### config.mk
export PLATFORM = sky130hd
export DESIGN_NAME = pc_gen
export DESIGN_NICKNAME = d
export VERILOG_FILES = /design/src/rtl/pc_gen_pkg.sv /design/src/rtl/pc_boot_cnt.sv /design/src/rtl/pc_gen.sv
export SDC_FILE = /design/constraint.sdc
export NUM_CORES = 1
export LEC_CHECK = 0
export CAP_MARGIN = 15
export CORE_ASPECT_RATIO = 1.1
export CORE_MARGIN = 2
export CORE_UTILIZATION = 49
export CTS_CLUSTER_SIZE = 40
export DETAILED_ROUTE_END_ITERATION = 8
export PLACE_DENSITY = 0.86
export SLEW_MARGIN = 20
export SYNTH_ARGS = -nofsm -noshare
export SYNTH_HDL_FRONTEND = slang
export SYNTH_SLANG_ARGS = --single-unit
### constraint.sdc
create_clock -name clk_i -period 6.1 [get_ports clk_i]
set_input_delay 1.22 -clock clk_i [delete_from_list [all_inputs] [get_ports clk_i]]
set_output_delay 1.22 -clock clk_i [all_outputs]
set_load 0.005 [all_outputs]
### src/rtl/pc_gen_pkg.sv
// Shared definitions for the fetch-stage PC generator: FSM state encodings,
// the default datapath width and the default reset/trap vectors.
package pc_gen_pkg;

    localparam int CpuWidth = 32;

    localparam logic [31:0] PC_RESET_VEC_DEF = 32'h0000_0000;
    localparam logic [31:0] PC_TRAP_VEC_DEF  = 32'h0000_0100;

    typedef enum logic [1:0] {
        PC_ST_BOOT = 2'd0,
        PC_ST_RUN  = 2'd1,
        PC_ST_HALT = 2'd2
    } pc_state_e;

endpackage

### src/rtl/pc_boot_cnt.sv
// Loadable down-counter that holds the PC generator in BOOT after reset.
// done_o is high once the count has reached zero; the count then saturates.
module pc_boot_cnt #(
    parameter int BOOT_CYCLES = 4
) (
    input  logic clk_i,
    input  logic rstn_i,
    input  logic en_i,
    output logic done_o
);
    localparam int CntW = (BOOT_CYCLES > 1) ? $clog2(BOOT_CYCLES) : 1;
    localparam logic [CntW-1:0] LoadVal = CntW'(BOOT_CYCLES - 1);

    logic [CntW-1:0] r_cnt;

    always_ff @(posedge clk_i or negedge rstn_i) begin
        if (!rstn_i) begin
            r_cnt <= LoadVal;
        end else if (en_i && (r_cnt != '0)) begin
            r_cnt <= r_cnt - 1'b1;
        end
    end

    assign done_o = (r_cnt == '0);

endmodule

### src/rtl/pc_gen.sv
// Fetch-stage program-counter generator: boot delay, valid/ready handshake,
// halt/resume, trap-over-jump redirects and misaligned-target trapping.
// Build option: define PC_RVC_EN for 16-bit instruction steps and 2-byte alignment.
module pc_gen
    import pc_gen_pkg::*;
#(
    parameter int               XLEN        = CpuWidth,
    parameter logic [XLEN-1:0]  RESET_VEC   = XLEN'(PC_RESET_VEC_DEF),
    parameter logic [XLEN-1:0]  TRAP_VEC    = XLEN'(PC_TRAP_VEC_DEF),
    parameter int               BOOT_CYCLES = 4
) (
    input  logic            clk_i,
    input  logic            rstn_i,
    input  logic            if_ready_i,
    input  logic            jump_en_i,
    input  logic [XLEN-1:0] jump_addr_i,
    input  logic            trap_en_i,
    input  logic [XLEN-1:0] trap_addr_i,
    input  logic            halt_i,
    input  logic            resume_i,
    input  logic            inc2_i,
    output logic [XLEN-1:0] pc_o,
    output logic            pc_valid_o,
    output logic            misalign_o,
    output logic [XLEN-1:0] misalign_addr_o,
    output logic [1:0]      state_o
);
    pc_state_e       r_state, w_state_next;
    logic [XLEN-1:0] r_pc, w_pc_next;
    logic            r_pc_valid;
    logic            r_misalign, w_misalign_next;
    logic [XLEN-1:0] r_misalign_addr, w_misalign_addr_next;

    logic            w_boot_done;
    logic            w_redir;
    logic [XLEN-1:0] w_target;
    logic            w_target_mis;
    logic [XLEN-1:0] w_step;

    pc_boot_cnt #(
        .BOOT_CYCLES (BOOT_CYCLES)
    ) u_boot_cnt (
        .clk_i  (clk_i),
        .rstn_i (rstn_i),
        .en_i   (r_state == PC_ST_BOOT),
        .done_o (w_boot_done)
    );

    // Trap outranks jump when both request a redirect in the same cycle.
    assign w_redir  = trap_en_i | jump_en_i;
    assign w_target = trap_en_i ? trap_addr_i : jump_addr_i;

`ifdef PC_RVC_EN
    assign w_step       = inc2_i ? XLEN'(2) : XLEN'(4);
    assign w_target_mis = w_target[0];
`else
    logic w_unused_inc2;
    assign w_unused_inc2 = inc2_i;
    assign w_step        = XLEN'(4);
    assign w_target_mis  = (w_target[1:0] != 2'b00);
`endif

    always_comb begin
        w_state_next         = r_state;
        w_pc_next            = r_pc;
        w_misalign_next      = 1'b0;
        w_misalign_addr_next = r_misalign_addr;
        case (r_state)
            PC_ST_BOOT: begin
                if (w_boot_done) w_state_next = PC_ST_RUN;
            end
            PC_ST_RUN: begin
                if (w_redir) begin
                    if (w_target_mis) begin
                        w_pc_next            = TRAP_VEC;
                        w_misalign_next      = 1'b1;
                        w_misalign_addr_next = w_target;
                    end else begin
                        w_pc_next = w_target;
                    end
                end else if (halt_i) begin
                    w_state_next = PC_ST_HALT;
                end else if (r_pc_valid && if_ready_i) begin
                    w_pc_next = r_pc + w_step;
                end
            end
            PC_ST_HALT: begin
                if (w_redir) begin
                    if (w_target_mis) begin
                        w_pc_next            = TRAP_VEC;
                        w_misalign_next      = 1'b1;
                        w_misalign_addr_next = w_target;
                        w_state_next         = PC_ST_RUN;
                    end else begin
                        w_pc_next = w_target;
                        if (trap_en_i) w_state_next = PC_ST_RUN;
                    end
                end else if (resume_i) begin
                    w_state_next = PC_ST_RUN;
                end
            end
            default: w_state_next = PC_ST_BOOT;
        endcase
    end

    always_ff @(posedge clk_i or negedge rstn_i) begin
        if (!rstn_i) begin
            r_state         <= PC_ST_BOOT;
            r_pc            <= RESET_VEC;
            r_pc_valid      <= 1'b0;
            r_misalign      <= 1'b0;
            r_misalign_addr <= '0;
        end else begin
            r_state         <= w_state_next;
            r_pc            <= w_pc_next;
            r_pc_valid      <= (w_state_next == PC_ST_RUN);
            r_misalign      <= w_misalign_next;
            r_misalign_addr <= w_misalign_addr_next;
        end
    end

    assign pc_o            = r_pc;
    assign pc_valid_o      = r_pc_valid;
    assign misalign_o      = r_misalign;
    assign misalign_addr_o = r_misalign_addr;
    assign state_o         = r_state;

endmodule

# Yosys cells after proc, flatten, opt, wreduce, memory -nomap -nowiden
# Cells that the tools add are included.
[word_totals] reg_bits=70 latchBits=0 mem_bits_rw=0 rom_bits=0 inputBits=72 out_inout_bits=68 wordCells=43 mem_count=0
[op_classes] addsub=2 n_mul=0 div_mod_pow=0 n_lt_le_gt_ge=0 n_eq_ne=6 shifts=0 n_mux=18 bitwise_logic=1 reduce_logical=10
[ops] op="32-bit two-way mux" count=6
[ops] op="32-bit case mux with 2 select lines" count=1
[ops] op="32-bit by 3-bit adder with 32-bit output, second input constant" count=1
[ops] op="2-bit two-way mux" count=7
[ops] op="3-bit inequality test, second input constant" count=2
[ops] op="2-bit case mux with 3 select lines" count=1
[ops] op="2-bit nonzero test" count=3
[ops] op="2-bit by 1-bit == test with 1-bit output, second input constant" count=2
[ops] op="2-bit zero test" count=2
[ops] op="4-bit AND reduction" count=1
[ops] op="1-bit two-way mux" count=3
[ops] op="3-bit AND reduction" count=1
[ops] op="2-bit == test, second input constant" count=1
[ops] op="1-bit logical AND" count=2
[ops] op="2-bit inequality test, second input constant" count=1
[ops] op="2-bit OR reduction" count=1
[ops] op="2-bit by 1-bit subtractor with 2-bit output, second input constant" count=1
[ops] op="1-bit bitwise OR" count=1

# Logic depth before layout (Yosys ltp)
# Gate-level depths: netlist of the first run.
[logic_depth] word_depth=6 mapped_depth=8 mapped_depth_nobuf=7

# Cells and area by module
# Synthesis of the first run repeated with hierarchy kept, for this count alone.
[hier_totals] hier_cells=411 hier_area_um2=3910.0
[modules_own_cells] mod="pc_gen" instances=1 cells_per_inst=403 area_per_inst_um2=3804.9 seq_area_each_um2=1701.6
[modules_own_cells] mod="pc_boot_cnt" instances=1 cells_per_inst=8 area_per_inst_um2=105.1 seq_area_each_um2=52.6

# Worst setup path before layout of the first run
# No wires, ideal clock.
[synth_path] path_kind="input port to flip-flop" from="input port trap_en_i" to="register r_misalign_addr[10] (netlist: misalign_addr_o[10])" setup_ns=0.125 t_arrival_ns=2.575 t_required_ns=5.975 setup_slack_ns=3.400 stages=7 path_buffers=3 cell_sequence="buf_2 > nor3_1 > a21o_1 > buf_2 > nor2_2 > buf_2 > mux2_2"
[synth_via] elab_chain_cells=3 elab_cells_between_ends=4 cone_classes="mux (1); bitwise (1); reduce/logical (2)"
[synth_lines] element="start, declared" line="pc_gen.sv:17" text="input logic trap_en_i,"
[synth_lines] element="32-bit two-way mux" line="pc_gen.sv:51" text="assign w_target = trap_en_i ? trap_addr_i : jump_addr_i;"
[synth_lines] element="2-bit nonzero test" line="pc_gen.sv:60" text="assign w_target_mis = (w_target[1:0] != 2'b00);"
[synth_lines] element="3-bit AND reduction (no line)"
[synth_lines] element="end signal, assigned" line="pc_gen.sv:118" text="r_misalign_addr <= w_misalign_addr_next;"
[synth_lines] element="end, declared" line="pc_gen.sv:32" text="logic [XLEN-1:0] r_misalign_addr, w_misalign_addr_next;"
# Parallel ways exist; a longest one is shown, timed or not.
# A chain may end at the register's enable or synchronous reset.

# Worst setup path in the final report of the first run
[layout_path] from="input port trap_en_i" to="register r_misalign_addr[22] (netlist: misalign_addr_o[22])"
# Same word-level chain as after synthesis.

==> results.toml, run 1 <==
[global_routing]
grt_usage_pct = 27.5
antenna_found_initial = 0
grt_pass1_wl_um = 18900
grt_overflow = 0
grt_pass1_vias = 3922
grt_max_degree = 71

[power]
peakVddDrop_v = 0.000228
leakage_nw = 2.23
p_total_w = 0.00243
power_density_nw_per_um2 = 436

[route]
num_vias = 3945
post_drt_wl_per_cell_um = 17.9
drtIter0Drc = 342
route.final.wire_length_um = 11700
drc = 0
drt_pass1_iterations = 5
ant_nets = 0
viasPerCell = 6.02

[synth]
avgSynthCellArea_um2 = 9.58
synthArstFlopShare_pct = 100
ys_types = 60
netlist.area_leader.share_pct = 43.0
seq_area_frac_synth_pct = 44.4
synthTopCellsByArea = "dfrtp_1 (43%), mux2_2 (6.8%), a21oi_1 (6.3%)"
synth-main-ff-cell = "dfrtp_1"
yosysWarnings = 0
yosysTopAreaCell = "dfrtp_1"
netlist_area_um2 = 3960
syn_inst = 413
ys_ff_latch = 70
synth_edf_count = 0
synth_nets = 491

[clock_network]
cts.sinks = 70
root_buffer = "clkbuf_8"
numCtsBuffers = 9
clock_path_buffers = 2
clk_pin_slew_ps = 70
cts_max_level = 3
postCtsSetupBuffers = 0
clock_latency_ps = 340
cts_hold_buf = 0
cts_resized = 0
tritoncts = "yes"

[critical_path]
reg2reg_to = "misalign_addr_o[22]"
worst_ep_required_time_ps = 6360
reg2reg_from = "state_o[0]"
cp_max_fo = 42
r2r_slack_ps = 3330
end_kind = "flop"
slowest_stage = "nor2_4"
path_cells = "buf_2 > nor3_1 > a21o_1 > nor2_4 > buf_4 > nor2_1 > a21oi_1"
ff2ff_path_depth = 7
critPathLaunchType = "primary input"
slowest_delay_ps = 820
arrival_ps = 3980
crit_type = "primary input to flop"

[sta]
holdWs_ps = 495
final-setup-viol-count = 0
final_hold_viol_count = 0
rsz0062_at_grt = "no"
fmax_ghz = 0.269
slew_violations = 0
slew_headroom_pct = 26.7
finalSetupTns_ps = 0
finalCritPeriodShare_pct = 60.9
skew_ps = 8.73
worst_pin_slew_ps = 1100
fin_crit_ps = 3720

[final_layout]
multi_input_area_um2 = 2060
n_antenna_cell = 0
nNetsFinal = 620
post-route-util_pct = 70.8
fillerInstances = 598
final_cell_mix = "clkdlybuf4s50_1 (136), dfrtp_1 (68), a21oi_1 (50)"
stdcell_area_um2 = 5570
regArea_um2 = 1750
areaGrowthSynthToFinish_pct = 40.9
drive_above_1_share_pct = 10.6
layout_commonest_cell = "clkdlybuf4s50_1"

[floorplanning]
fp.dieW_um = 89.7
die_h_um = 98.2
ioPinCount = 140
die_area_um2 = 8810
rows = 34
initial_utilization_pct = 50.3
coreArea_um2 = 7870

[placement]
hpwl_um = 8370
port-buffer-count = 138
postPlaceCellArea_um2 = 5400
place.gp.congestion = 0.875

[worst_hold_path]
hold_class = "flop to flop"
hold-path-endpoint = "u_boot_cnt.r_cnt[0]"
hp-start = "u_boot_cnt.r_cnt[0]"
hold-path-cell-count = 1

[outcome]
status = "finished clean"

[flow_run]
drv_cap = 0
==> power breakdown <==
| group | switching [W] | internal [W] |
|---|---|---|
| registers | 0.000207 | 0.000675 |
| logic | 0.000555 | 0.000653 |
| clock network | 0.000168 | 0.000169 |
==> state kept, by name, indices dropped and copies added (netlist names) <==
name / count
pc_o: 32
misalign_o: 1
u_boot_cnt.r_cnt: 2
pc_valid_o: 1
state_o: 2
misalign_addr_o: 32
==> per-stage QoR <==
step           worst slack (ps)  instances
3_3_place_gp               2160        639
3_5_place_dp               2020        639
5_1_grt                    2160        655
6_report                   2380        655
2_1_floorplan              3400        413
4_1_cts                    2380        655
==> layout make-up <==
cell class	instances	area share, %
clock buffer	14	2.92
clock inverter	2	0.180
inverter	11	0.741
multi-input combinational	307	37.0
sequential	70	31.5
tap	108	2.42
timing repair buffer	143	25.3
==> worst max path at each step <==
| stage | from | endpoint | slack [ps] | cells past startpoint |
|---|---|---|---|---|
| after floorplan | trap_en_i | misalign_addr_o[10] | 3400 | 7 |
| after global placement | trap_en_i | misalign_addr_o[22] | 2160 | 7 |
| after detailed placement | trap_en_i | misalign_addr_o[22] | 2020 | 7 |
| after CTS | trap_en_i | misalign_addr_o[22] | 2380 | 7 |
| after global routing | trap_en_i | misalign_addr_o[27] | 2160 | 7 |
| final | trap_en_i | misalign_addr_o[22] | 2380 | 7 |
==> worst max-delay path: cells and delay by family <==
| kind | cells | cell delay [ps] |
|---|---|---|
| AND/OR/NAND/NOR | 3 | 1060 |
| buffers and inverters | 2 | 1140 |
| AO/OA/AOI/OAI | 2 | 510 |
==> cell families after synthesis <==
logic type	synth area share, %
buf+inv	3.80
xor+xnor	0.221
flops	44.4
simple gates	18.2
fa+ha+maj	1.90
compound gates	19.6
mux	11.9
==> synthesized netlist by cell type, drive strengths merged (2+ instances only) <==
cell type   n
dfrtp      68
a21oi      50
nor2       41
mux2       24
nand2      21
nor3       21
o21ai      21
mux2i      20
nand3      15
buf        13
clkbuf     12
inv        11
a31oi       8
nand4       7
a211oi      6
ha          6
a311oi      5
and3        5
and4        5
nor4        5
nor2b       4
o211ai      4
a41oi       3
and2        3
o21a        3
a21o        2
a221oi      2
dfstp       2
o22a        2
o31ai       2
o41ai       2
or3         2
or4         2
==> metal layers <==
| layer | track usage (%) | share of wire, % | vias up | routed length (um) |
|---|---|---|---|---|
| met5 | 0 | 0 | - | 0 |
| met2 | 45.8 | 52 | 192 | 6070 |
| li1 | - | - | 1796 | - |
| met3 | 4.56 | 6.6 | 38 | 779 |
| met4 | 11.7 | 2.9 | 0 | 338 |
| met1 | 34.6 | 39 | 1919 | 4530 |
(Power assumes the default switching activity.)
==> run 2: changes to the inputs <==
CORE_UTILIZATION = 41   (was 49)
PLACE_DENSITY = 0.77   (was 0.86)
clock period = 3.2 ns   (was 6.1 ns; I/O delays follow)
==> results.toml, run 2 (synthesized netlist as in run 1, its figures left out) <==
[route]
drc = 0
num_vias = 3847
topRoutingLayerUsed = "met4"
dr_wl_met2_um = 5750
route.final.wire_length_um = 11700
viasPerCell = 5.70
ant_nets = 0
post_drt_wl_per_cell_um = 17.4
drt_pass1_iterations = 5
drtIter0Drc = 209
met3_length_um = 933
wl_met1_um = 4770

[critical_path]
slowest_delay_ps = 450
path_cells = "inv_1 > ha_1 > and4bb_1 > o41ai_4 > buf_4 > nor4_4 > a211oi_1 > nor3_1"
slowest_stage = "dfrtp_1"
crit_type = "flop to flop"
cp_max_fo = 16
end_kind = "flop"
worst_ep_required_time_ps = 3470
critPathLaunchType = "flop"
arrival_ps = 2610

[clock_network]
clk_pin_slew_ps = 80
clock_latency_ps = 350
cts.sinks = 70
clock_path_buffers = 2
root_buffer = "clkbuf_8"
cts_resized = 0
cts_hold_buf = 0
cts_max_level = 3
numCtsBuffers = 9
postCtsSetupBuffers = 0
tritoncts = "yes"

[final_layout]
areaGrowthSynthToFinish_pct = 43.4
stdcell_count = 675
layout_commonest_cell = "clkdlybuf4s50_1"
drive_above_1_share_pct = 12.9
final_cell_mix = "clkdlybuf4s50_1 (136), dfrtp_1 (68), a21oi_1 (50)"
nNetsFinal = 631
n_antenna_cell = 0
stdcell_area_um2 = 5670

[global_routing]
grt_pass1_wl_um = 19500
grt_usage_pct = 23.2
grt_overflow = 0
antenna_found_initial = 0
grt_max_degree = 71
grt_pass1_vias = 3958

[sta]
slew_headroom_pct = 39.5
final_hold_viol_count = 0
fin_crit_ps = 2330
worst_pin_slew_ps = 907
holdWs_ps = 386
final-setup-viol-count = 0
rsz0062_at_grt = "no"
finalSetupTns_ps = 0
slew_violations = 0
fmax_ghz = 0.428
finalCritPeriodShare_pct = 73.0
skew_ps = 7.85

[outcome]
status = "finished clean"

[placement]
postPlaceCellArea_um2 = 5500
placed_cells = 659
hpwl_um = 8660
place.gp.congestion = 0.862
port-buffer-count = 138

[flow_run]
drv_cap = 0

[floorplanning]
ioPinCount = 140
rows = 37
initial_utilization_pct = 42.3
coreArea_um2 = 9350
fp.dieW_um = 97.6
die_area_um2 = 10400
die_h_um = 107

[power]
power_density_nw_per_um2 = 830
peakVddDrop_v = 0.000417
leakage_nw = 2.29
p_total_w = 0.00471

[worst_hold_path]
hold_class = "primary input to async pin"
-- run 2: worst paths after layout --
kind | from | endpoint | slack [ps] | depth (start not counted)
setup / recovery | state_o[0] | pc_o[29] | 870 | 8
hold / removal | rstn_i | misalign_o | 390 | 1
setup reg to reg | state_o[0] | pc_o[29] | 870 | 8
hold reg to reg | pc_o[0] | pc_o[0] | 500 | 1
max in group asynchronous | rstn_i | pc_o[26] | 2190 | 1
min in group clk_i | pc_o[0] | pc_o[0] | 500 | 1
-- run 2: critical path: cells and delay by family (launching register included) --
family,cells,cell delay (ps)
buf+inv,2,310
fa+ha+maj,1,280
compound gates,2,250
flops,1,450
simple gates,3,970
-- run 2: cell type report --
class	count	area, um2
clock inverters	7	50.0
fillers	813	3680
well taps	117	146
clock buffers	9	124
repair buffers	154	1490
inverters	11	41.3
flip-flops and latches	70	1750
multi-input cells	307	2060
-- run 2: layer usage --
metal	up-vias	track usage [%]
met3	21	6.13
met2	173	38.6
met4	0	8.53
li1	1815	-
met5	-	0
met1	1838	29.2
-- run 2: where the power goes --
part | internal [W] | total [W] | switching (W)
sequential | 0.00128 | 0.00168 | 0.000391
combinational | 0.00132 | 0.00239 | 0.00106
clock | 0.000284 | 0.000645 | 0.000362
total | 0.00289 | 0.00471 | 0.00182
-- run 2: metrics by stage --
| stage | util [%] | worst slack [ps] |
|---|---|---|
| floorplan | - | 1080 |
| global placement | 58.8 | 602 |
| detailed placement | 58.8 | 571 |
| CTS | 60.6 | 862 |
| global route | 60.6 | 661 |
| finish | 60.6 | 865 |
